<file path="src/rtl/mem_arbiter.sv">
// mem_arbiter: shares one single-ported, non-pipelined memory between the insn-fetch port
// and the data (load/store) port. One transaction is in flight at a time. The data port has
// fixed priority, and a saturating starvation counter forces an insn grant after STARVE_MAX
// consecutive contested data grants. All outputs are registered.
//
// Ports:
//   clk, _reset               clock (rising edge), asynchronous active-low reset
//   i_req/i_addr              insn read request, held until i_ack
//   i_ack/i_rdata             insn completion pulse, read data (held until next insn read)
//   d_req/d_rw/d_addr/d_wdata data request (d_rw=1 write), held until d_ack
//   d_ack/d_rdata             data completion pulse, read data (held until next data read)
//   m_en/m_rw/m_addr/m_wdata  memory strobe (one cycle per access) and access fields
//   m_rdata                   memory read data, valid LATENCY cycles after the strobe
//   busy                      high whenever the arbiter is not idle
//   owner                     port owning the current transaction (0=insn, 1=data)
module mem_arbiter #(
    parameter int unsigned LATENCY    = 1,
    parameter int unsigned STARVE_MAX = 2
) (
    input  logic        clk,
    input  logic        _reset,
    input  logic        i_req,
    input  logic [31:0] i_addr,
    output logic        i_ack,
    output logic [31:0] i_rdata,
    input  logic        d_req,
    input  logic        d_rw,
    input  logic [31:0] d_addr,
    input  logic [31:0] d_wdata,
    output logic        d_ack,
    output logic [31:0] d_rdata,
    output logic        m_en,
    output logic        m_rw,
    output logic [31:0] m_addr,
    output logic [31:0] m_wdata,
    input  logic [31:0] m_rdata,
    output logic        busy,
    output logic        owner
);

    localparam logic [2:0] LatCnt    = 3'(LATENCY);
    localparam logic [2:0] StarveMax = 3'(STARVE_MAX);

    typedef enum logic [1:0] {StIdle, StIssue, StWait, StAck} state_e;

    state_e      state_q, state_d;
    logic [2:0]  wait_cnt_q, wait_cnt_d;
    logic [2:0]  starve_cnt_q, starve_cnt_d;
    logic        i_ack_d, d_ack_d, m_en_d, m_rw_d, busy_d, owner_d;
    logic [31:0] i_rdata_d, d_rdata_d, m_addr_d, m_wdata_d;
    logic        d_wins;

    always_ff @(posedge clk or negedge _reset) begin
        if (!_reset) begin
            state_q      <= StIdle;
            wait_cnt_q   <= '0;
            starve_cnt_q <= '0;
            i_ack        <= 1'b0;
            d_ack        <= 1'b0;
            i_rdata      <= '0;
            d_rdata      <= '0;
            m_en         <= 1'b0;
            m_rw         <= 1'b0;
            m_addr       <= '0;
            m_wdata      <= '0;
            busy         <= 1'b0;
            owner        <= 1'b0;
        end else begin
            state_q      <= state_d;
            wait_cnt_q   <= wait_cnt_d;
            starve_cnt_q <= starve_cnt_d;
            i_ack        <= i_ack_d;
            d_ack        <= d_ack_d;
            i_rdata      <= i_rdata_d;
            d_rdata      <= d_rdata_d;
            m_en         <= m_en_d;
            m_rw         <= m_rw_d;
            m_addr       <= m_addr_d;
            m_wdata      <= m_wdata_d;
            busy         <= busy_d;
            owner        <= owner_d;
        end
    end

    // Outputs are computed as next-state values so every output leaves a flop.
    always_comb begin
        state_d      = state_q;
        wait_cnt_d   = wait_cnt_q;
        starve_cnt_d = starve_cnt_q;
        i_ack_d      = 1'b0;
        d_ack_d      = 1'b0;
        i_rdata_d    = i_rdata;
        d_rdata_d    = d_rdata;
        m_en_d       = 1'b0;
        m_rw_d       = m_rw;
        m_addr_d     = m_addr;
        m_wdata_d    = m_wdata;
        owner_d      = owner;
        // Data wins unless the insn port has been passed over STARVE_MAX times in a row.
        d_wins       = d_req && !(i_req && (starve_cnt_q == StarveMax));

        case (state_q)
            StIdle: begin
                if (d_wins) begin
                    state_d   = StIssue;
                    owner_d   = 1'b1;
                    m_en_d    = 1'b1;
                    m_rw_d    = d_rw;
                    m_addr_d  = d_addr;
                    m_wdata_d = d_wdata;
                    // A contested data grant implies starve_cnt_q < StarveMax, so no overflow.
                    if (i_req) begin
                        starve_cnt_d = starve_cnt_q + 3'd1;
                    end
                end else if (i_req) begin
                    state_d      = StIssue;
                    owner_d      = 1'b0;
                    m_en_d       = 1'b1;
                    m_rw_d       = 1'b0;
                    m_addr_d     = i_addr;
                    starve_cnt_d = '0;
                end
            end
            StIssue: begin
                if (m_rw) begin
                    state_d = StAck;
                    d_ack_d = 1'b1;
                end else begin
                    state_d    = StWait;
                    wait_cnt_d = 3'd1;
                end
            end
            StWait: begin
                // wait_cnt_q counts cycles since ISSUE; m_rdata is valid when it hits LATENCY.
                if (wait_cnt_q == LatCnt) begin
                    state_d = StAck;
                    if (owner) begin
                        d_rdata_d = m_rdata;
                        d_ack_d   = 1'b1;
                    end else begin
                        i_rdata_d = m_rdata;
                        i_ack_d   = 1'b1;
                    end
                end else begin
                    wait_cnt_d = wait_cnt_q + 3'd1;
                end
            end
            StAck: begin
                state_d = StIdle;
            end
            default: begin
                state_d = StIdle;
            end
        endcase

        busy_d = (state_d != StIdle);
    end

endmodule

</file>
<file path="config.mk">
export PLATFORM = sky130hd
export DESIGN_NAME = mem_arbiter
export DESIGN_NICKNAME = d
export VERILOG_FILES = /design/src/rtl/mem_arbiter.sv
export SDC_FILE = /design/constraint.sdc
export NUM_CORES = 1
export LEC_CHECK = 0
export ABC_AREA = 1
export BUFFER_PORTS_ARGS = -buffer_cell sky130_fd_sc_hd__buf_2
export CORE_AREA = 4 4 119 121
export DETAILED_ROUTE_END_ITERATION = 16
export DIE_AREA = 0 0 123 125
export PLACE_DENSITY = 0.82
export SLEW_MARGIN = 25
export SYNTH_ARGS = -nofsm -noshare
export SYNTH_HDL_FRONTEND = slang
export SYNTH_SLANG_ARGS = --single-unit
</file>
<file path="constraint.sdc">
create_clock -name clk -period 1.76 [get_ports clk]
set_clock_uncertainty 0.15 [all_clocks]
set_input_delay 0.528 -clock clk [delete_from_list [all_inputs] [get_ports clk]]
set_output_delay 0.528 -clock clk [all_outputs]
set_load 0.005 [all_outputs]
</file>
==> results.json, run 1 <==
{
  "final_layout_size_suffix_gt1_share_pct": 33.0,
  "hold_viol_final": 0,
  "top_level_ports": 267,
  "final_antenna_net_count": 0,
  "cts_root_buffer": "sky130_fd_sc_hd__clkbuf_16",
  "postRouteWirelength_mm": 16.4,
  "final_instance_area_um2": 8370,
  "max-cap-violations": 0,
  "synth_fp_nets": 867,
  "initial_core_utilization_pct": 47.5,
  "dpl_cell_area_um2": 7740,
  "setup_tns_ps": 0,
  "via_count_of_the_first_global_routing_pass": 5557,
  "layout_common_cells": "273 x sky130_fd_sc_hd__nand2_1, 265 x sky130_fd_sc_hd__buf_2, 142 x sky130_fd_sc_hd__dfrtp_1",
  "io_buffer_count": 266,
  "synthesized_netlist_cell_count": 726,
  "clk_latency_ps": 410,
  "timing.setup.critical_path_class": "reg -> out",
  "cellLeakagePower_nw": 4.97,
  "power.density_cell_area_nw_per_um2": 1740,
  "via_per_inst": 4.80,
  "post_synth_xor_xnor_area_pct": 0,
  "globalRoute.busiestLayer": "met2",
  "yosys.cell_types.count": 23,
  "grt_first_pass_wirelength_mm": 26.3,
  "largest_vdd_supply_drop_v": 0.000917,
  "post_synth.cell_area_avg_um2": 8.56,
  "clock-sinks": 142,
  "htreeDepth": 4,
  "grt.met2_usage_pct": 36.3,
  "global_route_usage_sum_pct": 21.6,
  "place_congestion": 0.832,
  "area_delta_synth_final_pct": 34.6,
  "layout_min_cycle_time_ps": 1670,
  "maximum_number_of_pins_on_one_net_before_global_route_repair": 54,
  "status": "complete, no violations",
  "path_delay_family": "flip-flops",
  "route.detailed.drc": 0,
  "worst_setup_path_start_kind": "flop",
  "final.period_utilization_pct": 95.0,
  "final_common_cell": "sky130_fd_sc_hd__nand2_1",
  "die-width_um": 123,
  "cell_count_final_fillers_out": 1187,
  "tritoncts": "yes",
  "post_synth_mux_area_share_pct": 0,
  "design.core.area_um2": 13100,
  "grt_antenna_before_repair": 0,
  "post_drt_wl_per_cell_um": 13.8,
  "synth.largest_area_cell": "sky130_fd_sc_hd__dfrtp_1",
  "endpoint_kind": "output pin",
  "syn_area_um2": 6210,
  "die_height_um": 125,
  "drv_slew": 0,
  "std_cell_rows": 42,
  "clkSlewWorstSetupHoldPaths_ps": 60,
  "seq_area_frac_synth_pct": 57.2,
  "worstPathBufferInverterCount": 1,
  "ys_async_sr_fraction_pct": 100,
  "synth_top_flop_cell": "sky130_fd_sc_hd__dfrtp_1",
  "grt_use_met1_pct": 25.8,
  "numCtsBuffers": 17,
  "timing.critical_path.arrival_ps": 990,
  "hold_class": "in -> reg",
  "synth_top_family_by_area": "simple AND/OR/NAND/NOR gates",
  "place.detailed.hpwl_mm": 12.1,
  "critical-path-max-stage-delay_ps": 420,
  "synth_fa_ha_area_share_pct": 1.61,
  "crit_path_cell_trace": "buf_2",
  "drt_first_iter_violations": 350,
  "synth_compound_area_share_pct": 6.24,
  "synth_top_area_share_pct": 57.2,
  "postSynthRegisterBits": 142,
  "grt_remaining_overflow": 0,
  "achievable-frequency_mhz": 598,
  "finalNetCount": 1139,
  "worst_path_max_delay_cell": "sky130_fd_sc_hd__dfrtp_1",
  "num_vias": 5697,
  "insertedDiodeCount": 0,
  "die_ar_um2": 15400,
  "synth-simple-area-share_pct": 23.6,
  "finalSetupViolations": 0,
  "yosysWarnings": 0,
  "grtUsageMet3_pct": 6.68,
  "unrepaired_setup_endpoints_after_global_routing": "no",
  "postCtsSetupBuffers": 0,
  "synth_edf_count": 0,
  "tightestPinTransition_ps": 379,
  "dp.cells": 1154,
  "remaining_max_slew_budget_at_the_tightest_pin_pct": 74.7,
  "cp.required_ps": 1080,
  "timing.critical_path.fanout_max": 3,
  "synth.area.top_cells": "sky130_fd_sc_hd__dfrtp_1 57%, sky130_fd_sc_hd__nand2_1 17%, sky130_fd_sc_hd__inv_1 6.5%, sky130_fd_sc_hd__nand3_1 5.6%, sky130_fd_sc_hd__o21ai_1 3.8%",
  "clk_path_buf_depth": 2,
  "dr_pass1_iterations": 4
}
## worst paths after layout
path                            startpoint     endpoint  slack [ps]  cells after the start
hold / removal                 d_wdata[29]  m_wdata[29]         160                      3
min in group asynchronous           _reset  m_wdata[13]         430                      2
max in group asynchronous           _reset   d_rdata[2]         510                      3
setup reg to reg           starve_cnt_q[0]    m_addr[6]         120                      7
hold reg to reg                  m_addr[0]    m_addr[0]         320                      2
setup / recovery                      m_rw         m_rw          90                      1
## Yosys cell counts, types with 2 or more instances
master                     count
sky130_fd_sc_hd__buf_2         9
sky130_fd_sc_hd__nand2_1     275
sky130_fd_sc_hd__a21oi_1       2
sky130_fd_sc_hd__inv_1       108
sky130_fd_sc_hd__dfrtp_1     142
sky130_fd_sc_hd__clkbuf_1      2
sky130_fd_sc_hd__buf_1         3
sky130_fd_sc_hd__inv_2         3
sky130_fd_sc_hd__buf_6        16
sky130_fd_sc_hd__o21ai_0      24
sky130_fd_sc_hd__o21ai_1      47
sky130_fd_sc_hd__nand3_4       2
sky130_fd_sc_hd__nand3_1      69
sky130_fd_sc_hd__nor2_1        2
sky130_fd_sc_hd__buf_4         6
sky130_fd_sc_hd__or2_2         2
sky130_fd_sc_hd__ha_1          8
## worst min-delay path: cells and delay by family
| kind | cells | cell delay [ps] |
|---|---|---|
| buf+inv | 1 | 70 |
| simple gates | 2 | 80 |
## stage by stage
step / total power (W) / hold WS (ps) / utilization (%) / setup slack [ps]
detailed placement: 0.0111 / 307 / 59.2 / 54.7
finish: 0.0146 / 157 / 64.0 / 88.6
global route: 0.0157 / 140 / 64.0 / 4.44
global placement: 0.0108 / 301 / 59.2 / 147
CTS: 0.0147 / 131 / 63.8 / 28.6
floorplan: 0.00853 / 82.4 / - / 161
## per-layer routing
| metal | wire length, um | part of all wire, % |
|---|---|---|
| met5 | 0 | 0 |
| met2 | 8350 | 51 |
| met1 | 6380 | 39 |
| met4 | 312 | 1.9 |
| met3 | 1390 | 8.4 |
## state kept, by name, indices dropped and copies added (netlist names), 2 cells and up
| signal | count |
|---|---|
| state_q | 2 |
| wait_cnt_q | 3 |
| d_rdata | 32 |
| i_rdata | 32 |
| m_wdata | 32 |
| m_addr | 32 |
| starve_cnt_q | 3 |
## report_power, final
part | leakage [nW] | switching, W | total, W | internal, W
combinational | 2.95 | 0.00285 | 0.00521 | 0.00236
clock | 0.283 | 0.00135 | 0.00352 | 0.00217
sequential | 1.73 | 0.000930 | 0.00582 | 0.00489
## kinds of logic (layout without fill, tap and decap cells)
| kind of cell | after synthesis | after routing |
|---|---|---|
| AO/OA/AOI/OAI | 75 | 75 |
| adder cells (fa/ha/maj) | 8 | 8 |
| AND/OR/NAND/NOR | 354 | 354 |
| buffers and inverters | 147 | 432 |
| flip-flops | 142 | 142 |
## timing repair
item | in CTS | in global routing
hold buffers | 1 | 0
cloned | 0 | 0
resized for setup | 1 | 5
endpoints found under the setup margin | 1 | 80
endpoints found under the hold margin | 28 | 0
## layout make-up
class / count / area [um^2]
clock buffers: 20 / 457
clock inverters: 12 / 136
fillers: 1086 / 4720
inverters: 111 / 417
multi-input cells: 437 / 1980
flip-flops and latches: 142 / 3550
well taps: 176 / 220
repair buffers: 289 / 1600
No activity file was read; power rests on OpenSTA's default activity.
==> run 2, diff against run 1 <==
--- a/config.mk
+++ b/config.mk
@@ -10,6 +10,7 @@
 export CORE_AREA = 4 4 119 121
 export DETAILED_ROUTE_END_ITERATION = 16
 export DIE_AREA = 0 0 123 125
+export MAX_ROUTING_LAYER = met4
 export PLACE_DENSITY = 0.82
 export SLEW_MARGIN = 25
 export SYNTH_ARGS = -nofsm -noshare
==> results.json, run 2 (synthesis gave the netlist of run 1 again) <==
{
  "finalNetCount": 1139,
  "clk_latency_ps": 420,
  "fill_cells": 1086,
  "final_layout_size_suffix_gt1_share_pct": 33.0,
  "hold_class": "in -> reg",
  "design.core.area_um2": 13100,
  "setup_tns_ps": 0,
  "drt_first_iter_violations": 350,
  "path_delay_family": "flip-flops",
  "std_cell_rows": 42,
  "hold_viol_final": 0,
  "die_height_um": 125,
  "drv_slew": 0,
  "reg2reg_from": "starve_cnt_q[0]",
  "postRouteWirelength_mm": 16.5,
  "post_drt_wl_per_cell_um": 13.9,
  "tritoncts": "yes",
  "insertedDiodeCount": 0,
  "io_buffer_count": 266,
  "initial_core_utilization_pct": 47.5,
  "regToRegEndpoint": "m_addr[6]",
  "grt_remaining_overflow": 0,
  "clkSlewWorstSetupHoldPaths_ps": 60,
  "timing.critical_path.arrival_ps": 1000,
  "postCtsSetupBuffers": 0,
  "timing.critical_path.fanout_max": 3,
  "htreeDepth": 4,
  "final_common_cell": "sky130_fd_sc_hd__nand2_1",
  "worst_path_max_delay_cell": "sky130_fd_sc_hd__dfrtp_1",
  "via_per_inst": 4.79,
  "place.detailed.hpwl_mm": 12.1,
  "unrepaired_setup_endpoints_after_global_routing": "no",
  "die_ar_um2": 15400,
  "depth_of_the_most_critical_reg_to_reg_path": 7,
  "dr_pass1_iterations": 4,
  "power.density_cell_area_nw_per_um2": 1740,
  "cp.required_ps": 1080,
  "status": "complete, no violations",
  "layout_min_cycle_time_ps": 1680,
  "numCtsBuffers": 17,
  "largest_vdd_supply_drop_v": 0.000915,
  "finalSetupViolations": 0,
  "cts_root_buffer": "sky130_fd_sc_hd__clkbuf_16",
  "remaining_max_slew_budget_at_the_tightest_pin_pct": 74.6,
  "endpoint_kind": "output pin",
  "top_level_ports": 267,
  "pwr-share-seq_pct": 40.0,
  "final_antenna_net_count": 0,
  "crit_path_cell_trace": "buf_2",
  "tightestPinTransition_ps": 382,
  "critical-path-max-stage-delay_ps": 430,
  "dp.cells": 1154,
  "final_worst_hold_slack_ps": 154,
  "final_instance_area_um2": 8370,
  "clock-sinks": 142,
  "layout_common_cells": "273 x sky130_fd_sc_hd__nand2_1, 265 x sky130_fd_sc_hd__buf_2, 142 x sky130_fd_sc_hd__dfrtp_1",
  "worst_setup_path_start_kind": "flop",
  "place_congestion": 0.845,
  "r2r_setup_slack_ps": 120,
  "grt_antenna_before_repair": 0,
  "global_route_usage_sum_pct": 22.3,
  "switching_share_pct": 35.3,
  "maximum_number_of_pins_on_one_net_before_global_route_repair": 54,
  "p_sw_w": 0.00515,
  "clk_path_buf_depth": 2,
  "die-width_um": 123,
  "achievable-frequency_mhz": 597,
  "worst_hold_path.num_cells": 3,
  "grt_first_pass_wirelength_mm": 26.2,
  "worstPathBufferInverterCount": 1,
  "clockPowerShare_pct": 24.2,
  "timing.hold.worst_endpoint": "m_wdata[29]",
  "area_delta_synth_final_pct": 34.6,
  "power_frac_comb_pct": 35.8,
  "cellLeakagePower_nw": 4.97,
  "final.period_utilization_pct": 95.2,
  "hold_path_startpoint": "d_wdata[29]",
  "num_vias": 5680,
  "dpl_cell_area_um2": 7740,
  "cell_internal_pwr_w": 0.00942,
  "cell_count_final_fillers_out": 1187,
  "setup_slack_ps": 84.6,
  "route.detailed.drc": 0,
  "max-cap-violations": 0,
  "via_count_of_the_first_global_routing_pass": 5568,
  "place_worst_setup_slack_ps": 54.7,
  "timing.setup.critical_path_class": "reg -> out"
}
run 2: cell counts in the layout (fill, tap and decap cells not counted):
Identical to the previous run, type by type.
run 2: how the worst max path moves through the flow:
stage / start / endpoint / depth (start not counted)
final: m_rw / m_rw / 1
after detailed placement: state_q[0] / i_rdata[30] / 8
after global placement: state_q[0] / d_rdata[2] / 8
after CTS: state_q[0] / d_rdata[1] / 8
after floorplan: state_q[0] / d_rdata[13] / 9
after global routing: starve_cnt_q[0] / m_addr[5] / 7
run 2: layer usage:
metal | global-route usage (%) | wire [um]
met1 | 26.8 | 6530
met2 | 36.3 | 8320
met3 | 5.24 | 1270
met4 | 8.47 | 343
met5 | - | 0
run 2: tightest hold or removal path, delay by kind of cell:
family / cells / cell delay, ps
buffers and inverters: 1 / 70
and+or+nand+nor: 2 / 80
run 2: final cells by class:
class                      instances  area [um^2]  share of cell area [%]
clock buffer                      20          457                    5.46
clock inverter                    12          136                    1.63
inverter                         111          417                    4.98
multi-input combinational        437         1980                    23.7
sequential                       142         3550                    42.5
tap                              176          220                    2.63
timing repair buffer             289         1600                    19.1
run 2: timing repair:
| item | in CTS | in global routing |
|---|---|---|
| gates cloned | 0 | 0 |
| endpoints found under the hold margin | 28 | 0 |
| hold buffers | 1 | 0 |
| endpoints found under the setup margin | 1 | 79 |
| gates resized for setup | 1 | 5 |
| pin swaps | 0 | 0 |
run 2: through the flow:
step / power, W / util [%]
after floorplan: 0.00853 / -
after global placement: 0.0108 / 59.2
after detailed placement: 0.0111 / 59.2
after CTS: 0.0147 / 63.8
after global routing: 0.0157 / 64.0
final: 0.0146 / 64.0
run 2: power groups by stage:
stage	clock (W)	sequential (W)	combinational, W
after floorplan	0	0.00587	0.00266
after global routing	0.00375	0.00600	0.00591
after global placement	0	0.00579	0.00505
final	0.00353	0.00582	0.00522
after detailed placement	0	0.00580	0.00527
after CTS	0.00360	0.00581	0.00527
